File: src/rtl/accel_pkg.sv
`default_nettype none
// ============================================================================
// Module   : accel_pkg
// Purpose  : Shared accelerator definitions: sequencer state indices and the
//            tile descriptor.
// Revision : 1.0  initial release
// ============================================================================
package accel_pkg;

    typedef enum logic [2:0] {
        S_IDLE    = 3'd0,
        S_LOAD    = 3'd1,
        S_STREAM  = 3'd2,
        S_TAIL    = 3'd3,
        S_IMG2COL = 3'd4,
        S_END     = 3'd5
    } state_idx_e;

    localparam int STATE_W       = 6;
    localparam int c_desc_addr_w = 16;
    localparam int c_desc_k_w    = 16;

    typedef struct packed {
        logic [c_desc_addr_w-1:0] weight_base;
        logic [c_desc_addr_w-1:0] act_base;
        logic [c_desc_k_w-1:0]    k_len;
    } tile_desc_t;

    function automatic logic [STATE_W-1:0] state_onehot(input state_idx_e s);
        return STATE_W'(1) << s;
    endfunction

endpackage
`default_nettype wire

File: src/rtl/seq_down_counter.sv
`default_nettype none
// ============================================================================
// Module   : seq_down_counter
// Purpose  : Loadable, enable-gated down-counter that stops at zero.
// Revision : 1.0  initial release
// ============================================================================
module seq_down_counter #(
    parameter int WIDTH = 8
) (
    input  logic             clk,
    input  logic             rst,
    input  logic             i_clr,
    input  logic             i_load,
    input  logic [WIDTH-1:0] i_load_val,
    input  logic             i_en,
    output logic [WIDTH-1:0] o_count,
    output logic             o_zero
);

    logic [WIDTH-1:0] r_count;

    always_ff @(posedge clk) begin
        if (rst || i_clr) begin
            r_count <= '0;
        end else if (i_load) begin
            r_count <= i_load_val;
        end else if (i_en && (r_count != '0)) begin
            r_count <= r_count - WIDTH'(1);
        end
    end

    assign o_count = r_count;
    assign o_zero  = (r_count == '0);

endmodule
`default_nettype wire

File: src/rtl/tile_sequencer.sv
`default_nettype none
// ============================================================================
// Module   : tile_sequencer
// Purpose  : Walks one systolic tile through LOAD, STREAM, TAIL and END,
//            issuing parameter-RAM reads and array strobes.
//            TILE_SEQ_PERF_EN adds saturating busy/stall counters.
// Revision : 1.0  initial release
// ============================================================================
module tile_sequencer
    import accel_pkg::*;
#(
    parameter int ARRAY_N = 8,
    parameter int ADDR_W  = 16,
    parameter int K_W     = 16
) (
    input  logic               clk,
    input  logic               rst,
    input  logic               start,
    input  logic               abort,
    input  logic [ADDR_W-1:0]  weight_base,
    input  logic [ADDR_W-1:0]  act_base,
    input  logic [K_W-1:0]     k_len,
    input  logic               stream_ready,
    output logic               ram_en,
    output logic [ADDR_W-1:0]  ram_addr,
    output logic               weight_shift,
    output logic               act_valid,
    output logic               drain_en,
    output logic               busy,
    output logic               done,
    output logic [STATE_W-1:0] curr_state
`ifdef TILE_SEQ_PERF_EN
    ,
    output logic [31:0]        perf_cycles,
    output logic [31:0]        perf_stalls
`endif
);

    localparam int c_load_w = $clog2(ARRAY_N) + 1;
    localparam int c_tail_w = $clog2(2 * ARRAY_N) + 1;

    logic [STATE_W-1:0]  r_state;
    logic [STATE_W-1:0]  w_state_nxt;
    tile_desc_t          r_desc;
    logic                w_start_acc;
    logic                w_enter_tail;
    logic [c_load_w-1:0] w_load_cnt;
    logic                w_load_zero;
    logic [K_W-1:0]      w_strm_cnt;
    logic                w_strm_zero;
    logic [c_tail_w-1:0] w_tail_cnt_unused;
    logic                w_tail_zero;
    logic [ADDR_W-1:0]   w_load_off;
    logic [K_W-1:0]      w_strm_j;
    logic                r_weight_shift;
    logic                r_act_valid;

    assign w_start_acc  = r_state[S_IDLE] && start && !abort;
    assign w_enter_tail = w_state_nxt[S_TAIL] && !r_state[S_TAIL];

    always_ff @(posedge clk) begin
        if (rst) begin
            r_state <= state_onehot(S_IDLE);
        end else begin
            r_state <= w_state_nxt;
        end
    end

    always_comb begin
        w_state_nxt = r_state;
        unique case (1'b1)
            r_state[S_IDLE]: begin
                if (start) w_state_nxt = state_onehot(S_LOAD);
            end
            r_state[S_LOAD]: begin
                if (w_load_zero) begin
                    w_state_nxt = (r_desc.k_len != '0) ? state_onehot(S_STREAM)
                                                       : state_onehot(S_TAIL);
                end
            end
            r_state[S_STREAM]: begin
                if (stream_ready && w_strm_zero) w_state_nxt = state_onehot(S_TAIL);
            end
            r_state[S_TAIL]: begin
                if (w_tail_zero) w_state_nxt = state_onehot(S_END);
            end
            r_state[S_END]: begin
                w_state_nxt = state_onehot(S_IDLE);
            end
            default: begin
                w_state_nxt = state_onehot(S_IDLE);
            end
        endcase
        if (abort) w_state_nxt = state_onehot(S_IDLE);
    end

    always_ff @(posedge clk) begin
        if (rst) begin
            r_desc <= '0;
        end else if (w_start_acc) begin
            r_desc.weight_base <= c_desc_addr_w'(weight_base);
            r_desc.act_base    <= c_desc_addr_w'(act_base);
            r_desc.k_len       <= c_desc_k_w'(k_len);
        end
    end

    // Each counter holds the reads still to issue after the current one.
    seq_down_counter #(.WIDTH(c_load_w)) u_load_cnt (
        .clk        (clk),
        .rst        (rst),
        .i_clr      (abort),
        .i_load     (w_start_acc),
        .i_load_val (c_load_w'(ARRAY_N - 1)),
        .i_en       (r_state[S_LOAD]),
        .o_count    (w_load_cnt),
        .o_zero     (w_load_zero)
    );

    seq_down_counter #(.WIDTH(K_W)) u_strm_cnt (
        .clk        (clk),
        .rst        (rst),
        .i_clr      (abort),
        .i_load     (w_start_acc),
        .i_load_val (k_len - K_W'(1)),
        .i_en       (r_state[S_STREAM] && stream_ready),
        .o_count    (w_strm_cnt),
        .o_zero     (w_strm_zero)
    );

    seq_down_counter #(.WIDTH(c_tail_w)) u_tail_cnt (
        .clk        (clk),
        .rst        (rst),
        .i_clr      (abort),
        .i_load     (w_enter_tail),
        .i_load_val (c_tail_w'(2 * ARRAY_N - 2)),
        .i_en       (r_state[S_TAIL]),
        .o_count    (w_tail_cnt_unused),
        .o_zero     (w_tail_zero)
    );

    // Offsets are recovered from the remaining counts; adds wrap at 2^ADDR_W.
    assign w_load_off = ADDR_W'(ARRAY_N - 1) - ADDR_W'(w_load_cnt);
    assign w_strm_j   = K_W'(r_desc.k_len) - K_W'(1) - w_strm_cnt;

    always_comb begin
        ram_en   = 1'b0;
        ram_addr = '0;
        if (r_state[S_LOAD]) begin
            ram_en   = 1'b1;
            ram_addr = ADDR_W'(r_desc.weight_base) + w_load_off;
        end else if (r_state[S_STREAM] && stream_ready) begin
            ram_en   = 1'b1;
            ram_addr = ADDR_W'(r_desc.act_base) + ADDR_W'(w_strm_j);
        end
    end

    always_ff @(posedge clk) begin
        if (rst) begin
            r_weight_shift <= 1'b0;
            r_act_valid    <= 1'b0;
        end else begin
            r_weight_shift <= r_state[S_LOAD];
            r_act_valid    <= r_state[S_STREAM] && stream_ready;
        end
    end

    assign weight_shift = r_weight_shift;
    assign act_valid    = r_act_valid;
    assign drain_en     = r_state[S_TAIL];
    assign busy         = !r_state[S_IDLE];
    assign done         = r_state[S_END];
    assign curr_state   = r_state;

`ifdef TILE_SEQ_PERF_EN
    logic [31:0] r_perf_cycles;
    logic [31:0] r_perf_stalls;

    always_ff @(posedge clk) begin
        if (rst) begin
            r_perf_cycles <= '0;
            r_perf_stalls <= '0;
        end else if (w_start_acc) begin
            r_perf_cycles <= '0;
            r_perf_stalls <= '0;
        end else if (!r_state[S_IDLE]) begin
            if (r_perf_cycles != 32'hFFFF_FFFF) r_perf_cycles <= r_perf_cycles + 32'd1;
            if (r_state[S_STREAM] && !stream_ready && (r_perf_stalls != 32'hFFFF_FFFF)) begin
                r_perf_stalls <= r_perf_stalls + 32'd1;
            end
        end
    end

    assign perf_cycles = r_perf_cycles;
    assign perf_stalls = r_perf_stalls;
`else
    // Without the performance option the sequencer carries no counters.
`endif

endmodule
`default_nettype wire

File: config.mk
export PLATFORM = sky130hd
export DESIGN_NAME = tile_sequencer
export DESIGN_NICKNAME = d
export VERILOG_FILES = /design/src/rtl/accel_pkg.sv /design/src/rtl/seq_down_counter.sv /design/src/rtl/tile_sequencer.sv
export SDC_FILE = /design/constraint.sdc
export NUM_CORES = 1
export LEC_CHECK = 0
export ABC_AREA = 1
export CORE_MARGIN = 4
export CORE_UTILIZATION = 31
export CTS_BUF_LIST = sky130_fd_sc_hd__clkbuf_8
export DETAILED_ROUTE_END_ITERATION = 8
export PLACE_DENSITY = 0.55
export SLEW_MARGIN = 25
export SYNTH_ARGS = -nofsm -noshare
export SYNTH_HDL_FRONTEND = slang
export SYNTH_HIERARCHICAL = 1
export SYNTH_SLANG_ARGS = --single-unit
export TNS_END_PERCENT = 30
File: constraint.sdc
create_clock -name clk -period 5.1 [get_ports clk]
set_input_delay 1.02 -clock clk [delete_from_list [all_inputs] [get_ports clk]]
set_output_delay 1.02 -clock clk [all_outputs]
set_load 0.01 [all_outputs]
# Yosys cells after proc, flatten, opt, wreduce, memory -nomap -nowiden
# Index checks and enable logic that the tools add are counted.
# classes
n_addsub	9
n_eq_ne	4
muxes	17
n_reduce_logical	26
# ops
cell	n
$mux W16	4
$sub A16 B1 Y16 const B	3
$add A16 B16 Y16	2
$reduce_bool A16 Y1	2
$mux W6	4
$pmux W6 S4	1
$logic_not A16 Y1	1
$mux W4	4
$sub A16 B16 Y16	1
$logic_and A1 B1 Y1	8
$mux W3	2
$ne A2 B1 Y1 const B	3
$reduce_bool A2 Y1	3
$reduce_or A2 Y1	3
$logic_not A5 Y1	1
$reduce_bool A5 Y1	1
$sub A3 B4 Y5 const A	1
$sub A5 B1 Y5 const B	1
$logic_not A4 Y1	1
$reduce_and A4 Y1	1
$reduce_bool A4 Y1	1
$sub A4 B1 Y4 const B	1
$logic_not A1 Y1	3
$mux W1	2
2 further kinds	2
# totals
reg_bits	81
input_bits	53

# Depth between registers and ports, before layout
# depth
word_depth	7
mapped_depth	16

# Cells and area by module
# The synthesis kept the hierarchy.
# by_module_without_submodules
module	instances	cells_each	area_each_um2
tile_sequencer	1	758	4708.3
seq_down_counter (u_strm_cnt)	1	220	1219.9
seq_down_counter (u_tail_cnt)	1	60	355.3
seq_down_counter (u_load_cnt)	1	42	277.8

# Worst setup path after synthesis
# No wires, ideal clock.
# synth_path
kind	register to output
from	register r_desc[1] (netlist bit)
to	output port ram_addr[9]
arrival_ns	2.171
setup_slack_ns	1.909
stages_incl_launch_ff	13
path_cell_list	dfxtp_1 > inv_1 > fa_1 > inv_1 > ha_1 > fa_1 > nand3_1 > nand3_1 > a21oi_1 > nor2_1 > nor2_1 > nand2_1 > nand2_1
# synth_between
elab_chain_len	5
# synth_rtl
item	line_no	rtl
start, declared	tile_sequencer.sv:44	tile_desc_t r_desc;
$sub A16 B1 Y16	tile_sequencer.sv:143	assign w_strm_j = K_W'(r_desc.k_len) - K_W'(1) - w_strm_cnt;
$sub A16 B16 Y16	tile_sequencer.sv:143	
$add A16 B16 Y16	tile_sequencer.sv:153	ram_addr = ADDR_W'(r_desc.act_base) + ADDR_W'(w_strm_j);
$mux W16	tile_sequencer.sv:151	end else if (r_state[S_STREAM] && stream_ready) begin
$mux W16	tile_sequencer.sv:148	if (r_state[S_LOAD]) begin
end, declared	tile_sequencer.sv:25	output logic [ADDR_W-1:0] ram_addr,
# Every way passes these cells.

# Worst setup path after layout
# Same ends and word-level chain as after synthesis.

==> summary by stage <==
Status
The flow ran to the end, and the final reports show no timing, DRC or antenna violations.

Worst setup path
The maximum fanout along the worst path is 4. The worst setup path is of the register to primary output kind. The cell with the biggest individual delay on the critical path is sky130_fd_sc_hd__clkdlybuf4s50_1. The worst setup path is launched from a register. The destination of the worst register-to-register timing path is u_tail_cnt/o_count[4]$_SDFFE_PP0P_. Tracing the worst setup path back leads to its startpoint at r_desc[1]$_SDFFE_PP0P_. For the worst flop-to-flop path, the logic depth is 15.

The largest incremental delay on the critical path is 560 ps. At the worst endpoint, the required time is 4080 ps. The startpoint identified for the worst register-to-register timing path is u_strm_cnt/o_count[0]$_SDFFE_PP0P_. The data arrival time of the critical path is 3290 ps. The critical path goes through inv_1, fa_1, inv_1, ha_1, fa_1, nand3_1, nand3_1, a21oi_1, nor2_1, nor2_1, nand2_1, nand2_1, clkdlybuf4s50_1.

In this run the worst setup path terminates at ram_addr[9]. STA classifies the critical path endpoint as a primary output. In this run the register-to-register setup slack is 2190 ps.

Die
The count of standard-cell rows is 52. The die covers 0.0236 mm^2. The height of the die is 153 um. The number of placed I/O pins is 81.

The placeable core region is 0.0205 mm^2. The initial core utilization is 0.320. The die outline width is 153 um.

Route
The total vias in the final route is 6,412. In the routed layout, each cell is associated on average with a via count of 4.48. The number of iterations in the first detailed-routing pass is 5.

The DRC marker count from the first detailed-route iteration is 288. Once detail routing completed, the nets flagged for antenna violations numbered 0. The remaining design rule violation count is 0. After detailed routing, the average wire length per cell comes to 13.1 um. For this block, the routed nets add up to 18,800 um of wire.

Synthesis
The share of async-settable or async-resettable flops after synthesis is 0. The average cell area after synthesis is 6.08 um^2. The mapped netlist covers 0.00656 mm^2. During synthesis, Yosys emitted a total of 6 warnings. Counting instances in the post-synthesis netlist gives the leading cell types as sky130_fd_sc_hd__nand2_1 (270), sky130_fd_sc_hd__inv_1 (201), sky130_fd_sc_hd__nor2_1 (155). Yosys mapped the design onto 44 distinct sky130hd cell types.

The fraction of the yosys area taken by sequential cells is 0.244. The synthesized design contains 80 register bits. Synthesis produced 1,080 cells. The most used flip-flop cell after synthesis is sky130_fd_sc_hd__dfxtp_1. The share of synthesized area in the top cell type comes to 0.244. Yosys attributes the largest share of cell area to sky130_fd_sc_hd__dfxtp_1 (24%), sky130_fd_sc_hd__nand2_1 (15%), sky130_fd_sc_hd__inv_1 (11%). The most used standard cell by instance count after synthesis is sky130_fd_sc_hd__nand2_1.

Of all cell types, the one taking the most synthesized area is sky130_fd_sc_hd__dfxtp_1. The number of enable flip-flop cells after synthesis is 0.

STA
The count of final max-slew check failures was 0. Setup total negative slack on the finished layout was measured at 0 ps. The headroom to the max-slew limit is 0.394. The clock period could shrink to 4310 ps. The setup-violating endpoint count in the final report is 0. The setup clock skew after layout is 9.67 ps. Setup repair after global routing left no endpoint under its margin.

The actual transition at the worst max-transition pin is 908 ps. Based on the critical path, the design can be clocked at up to 232 MHz. The share of the cycle needed by the critical path after routing is 0.844.

The hold violation count in the final report is 0.

Global routing
The number of antenna violations at the first check in global routing is 0. The first global-routing pass estimated 30,900 um of wire. The via count of the first global-routing pass came to 6,147. The overall global routing resource usage is 0.161. Entering global routing, the biggest net connects 59 pins. The leftover overflow at the end of global routing is 0.

Final layout
In the final layout, the share of cells above drive strength 1 is 0.0448. Relative to the synthesized area, the layout overhead comes to 19.0%. 0 antenna diodes ended up in the layout.

The share of the core filled with cells in the final layout is 0.381. The final-stage net count is 1,258.

CTS
The post-cts gate resize count is 0. The total clock buffers created by CTS is 9. The CTS root buffer is sky130_fd_sc_hd__clkbuf_8.

TritonCTS built the clock tree. Buffers inserted to repair hold after CTS numbered 0. The clock passes through at most 2 buffers. The register clock-pin slew on the reported worst setup and hold paths is 90 ps. At the later pin of the worst-skew pair, clock insertion delay measures 370 ps. CTS built an H-tree with a depth of 3. The number of setup buffers added after CTS is 0. The clock net in this run drives a total of 80 sinks.

Power and ir drop
Summed over all cells, the static leakage comes to 4.00 nW. Dividing total power by cell area gives a power density of 235 mW/mm^2. The worst-case IR drop observed on VDD is 0.123 mV.

Placement
The placer's final routability congestion estimate is 0.814. Input and output buffers added on the ports amount to 79. The detailed placement HPWL is 15,000 um.

Run
The tool flagged a number of max-cap violations equal to 0.

Worst hold path
The tightest min-delay check is of the register to register type.
-- how the worst min path moves through the flow --
| stage | start | endpoint | slack (ps) | depth (start not counted) |
|---|---|---|---|---|
| 2_1_floorplan | r_desc[31]$_SDFFE_PP0P_ | r_desc[31]$_SDFFE_PP0P_ | 440 | 2 |
| 3_3_place_gp | curr_state[5]$_SDFFE_PP0P_ | curr_state[5]$_SDFFE_PP0P_ | 460 | 2 |
| 3_5_place_dp | curr_state[5]$_SDFFE_PP0P_ | curr_state[5]$_SDFFE_PP0P_ | 450 | 2 |
| 4_1_cts | curr_state[5]$_SDFFE_PP0P_ | curr_state[5]$_SDFFE_PP0P_ | 480 | 2 |
| 5_1_grt | curr_state[5]$_SDFFE_PP0P_ | curr_state[5]$_SDFFE_PP0P_ | 500 | 2 |
| 6_report | curr_state[5]$_SDFFE_PP0P_ | curr_state[5]$_SDFFE_PP0P_ | 470 | 2 |
-- stage by stage --
stage	setup WS (ps)	instances	instance area [um^2]	power, mW	hold slack [ps]
final	794	1430	7810	1.83	470
after global placement	1120	1414	7620	1.36	457
after detailed placement	1100	1414	7620	1.37	454
after global routing	589	1430	7810	1.99	497
after floorplan	1910	1088	6590	1.16	444
after CTS	792	1430	7810	1.86	476
-- cells by family (layout without fill, tap and decap cells) --
family | count (synthesis) | after routing | share of synthesized area
buffers and inverters | 234 | 306 | 0.139
AO/OA/AOI/OAI | 151 | 151 | 0.119
other | 2 | 10 | 0.00114
adder cells (fa/ha/maj) | 50 | 50 | 0.115
AND/OR/NAND/NOR | 544 | 544 | 0.356
flip-flops | 80 | 80 | 0.244
XOR/XNOR | 19 | 19 | 0.0254
-- power breakdown --
part	switching, mW	internal [mW]	leakage (nW)
clock network	0.261	0.223	0.106
logic	0.409	0.254	3.24
registers	0.0269	0.659	0.656
-- sequential cells by signal, indices dropped and copies added (netlist names) --
signal / flops
weight_shift: 1
u_strm_cnt/o_count: 16
r_desc: 48
curr_state: 5
u_tail_cnt/o_count: 5
act_valid: 1
u_load_cnt/o_count: 4
-- placed cells by master, fill, tap and decap left out, types with 5 or more instances in the layout --
master	synthesis	final
sky130_fd_sc_hd__a21oi_1	62	62
sky130_fd_sc_hd__dfxtp_1	80	80
sky130_fd_sc_hd__clkdlybuf4s50_1	0	79
sky130_fd_sc_hd__fa_1	17	17
sky130_fd_sc_hd__nand3_2	5	5
sky130_fd_sc_hd__inv_1	201	203
sky130_fd_sc_hd__nand3_1	64	64
sky130_fd_sc_hd__clkbuf_8	0	9
sky130_fd_sc_hd__nor2_1	155	155
sky130_fd_sc_hd__or2_2	5	5
sky130_fd_sc_hd__o21ai_1	9	9
sky130_fd_sc_hd__nand2_4	5	5
sky130_fd_sc_hd__nand2_1	270	270
sky130_fd_sc_hd__xor2_1	12	12
sky130_fd_sc_hd__nand4_1	13	13
sky130_fd_sc_hd__inv_2	5	5
sky130_fd_sc_hd__xnor2_1	7	7
sky130_fd_sc_hd__o21ai_0	69	69
sky130_fd_sc_hd__nand3b_1	7	7
sky130_fd_sc_hd__conb_1	2	10
sky130_fd_sc_hd__ha_1	33	33
-- worst max-delay path, delay by kind of cell, from the launching register on --
kind / cells / cell delay (ps)
fa+ha+maj: 3 / 1190
buf+inv: 3 / 670
simple gates: 6 / 520
flops: 1 / 330
compound gates: 1 / 220
-- per-layer routing --
metal | global-route usage | part of all wire | up-vias
li1 | - | - | 3479
met1 | 0.221 | 0.49 | 2820
met2 | 0.264 | 0.46 | 98
met3 | 0.0269 | 0.034 | 15
met4 | 0.0412 | 0.016 | 0
met5 | 0 | 0 | -
-- final cells by class --
cell class              count  area [um^2]
fillers                  2320        12700
clock buffers               9          124
well taps                 270          338
repair buffers             83          821
flip-flops and latches     80         1600
clock inverters             7         65.1
inverters                 207          778
multi-input cells         774         4080
Power figures use the tool's default switching activity.
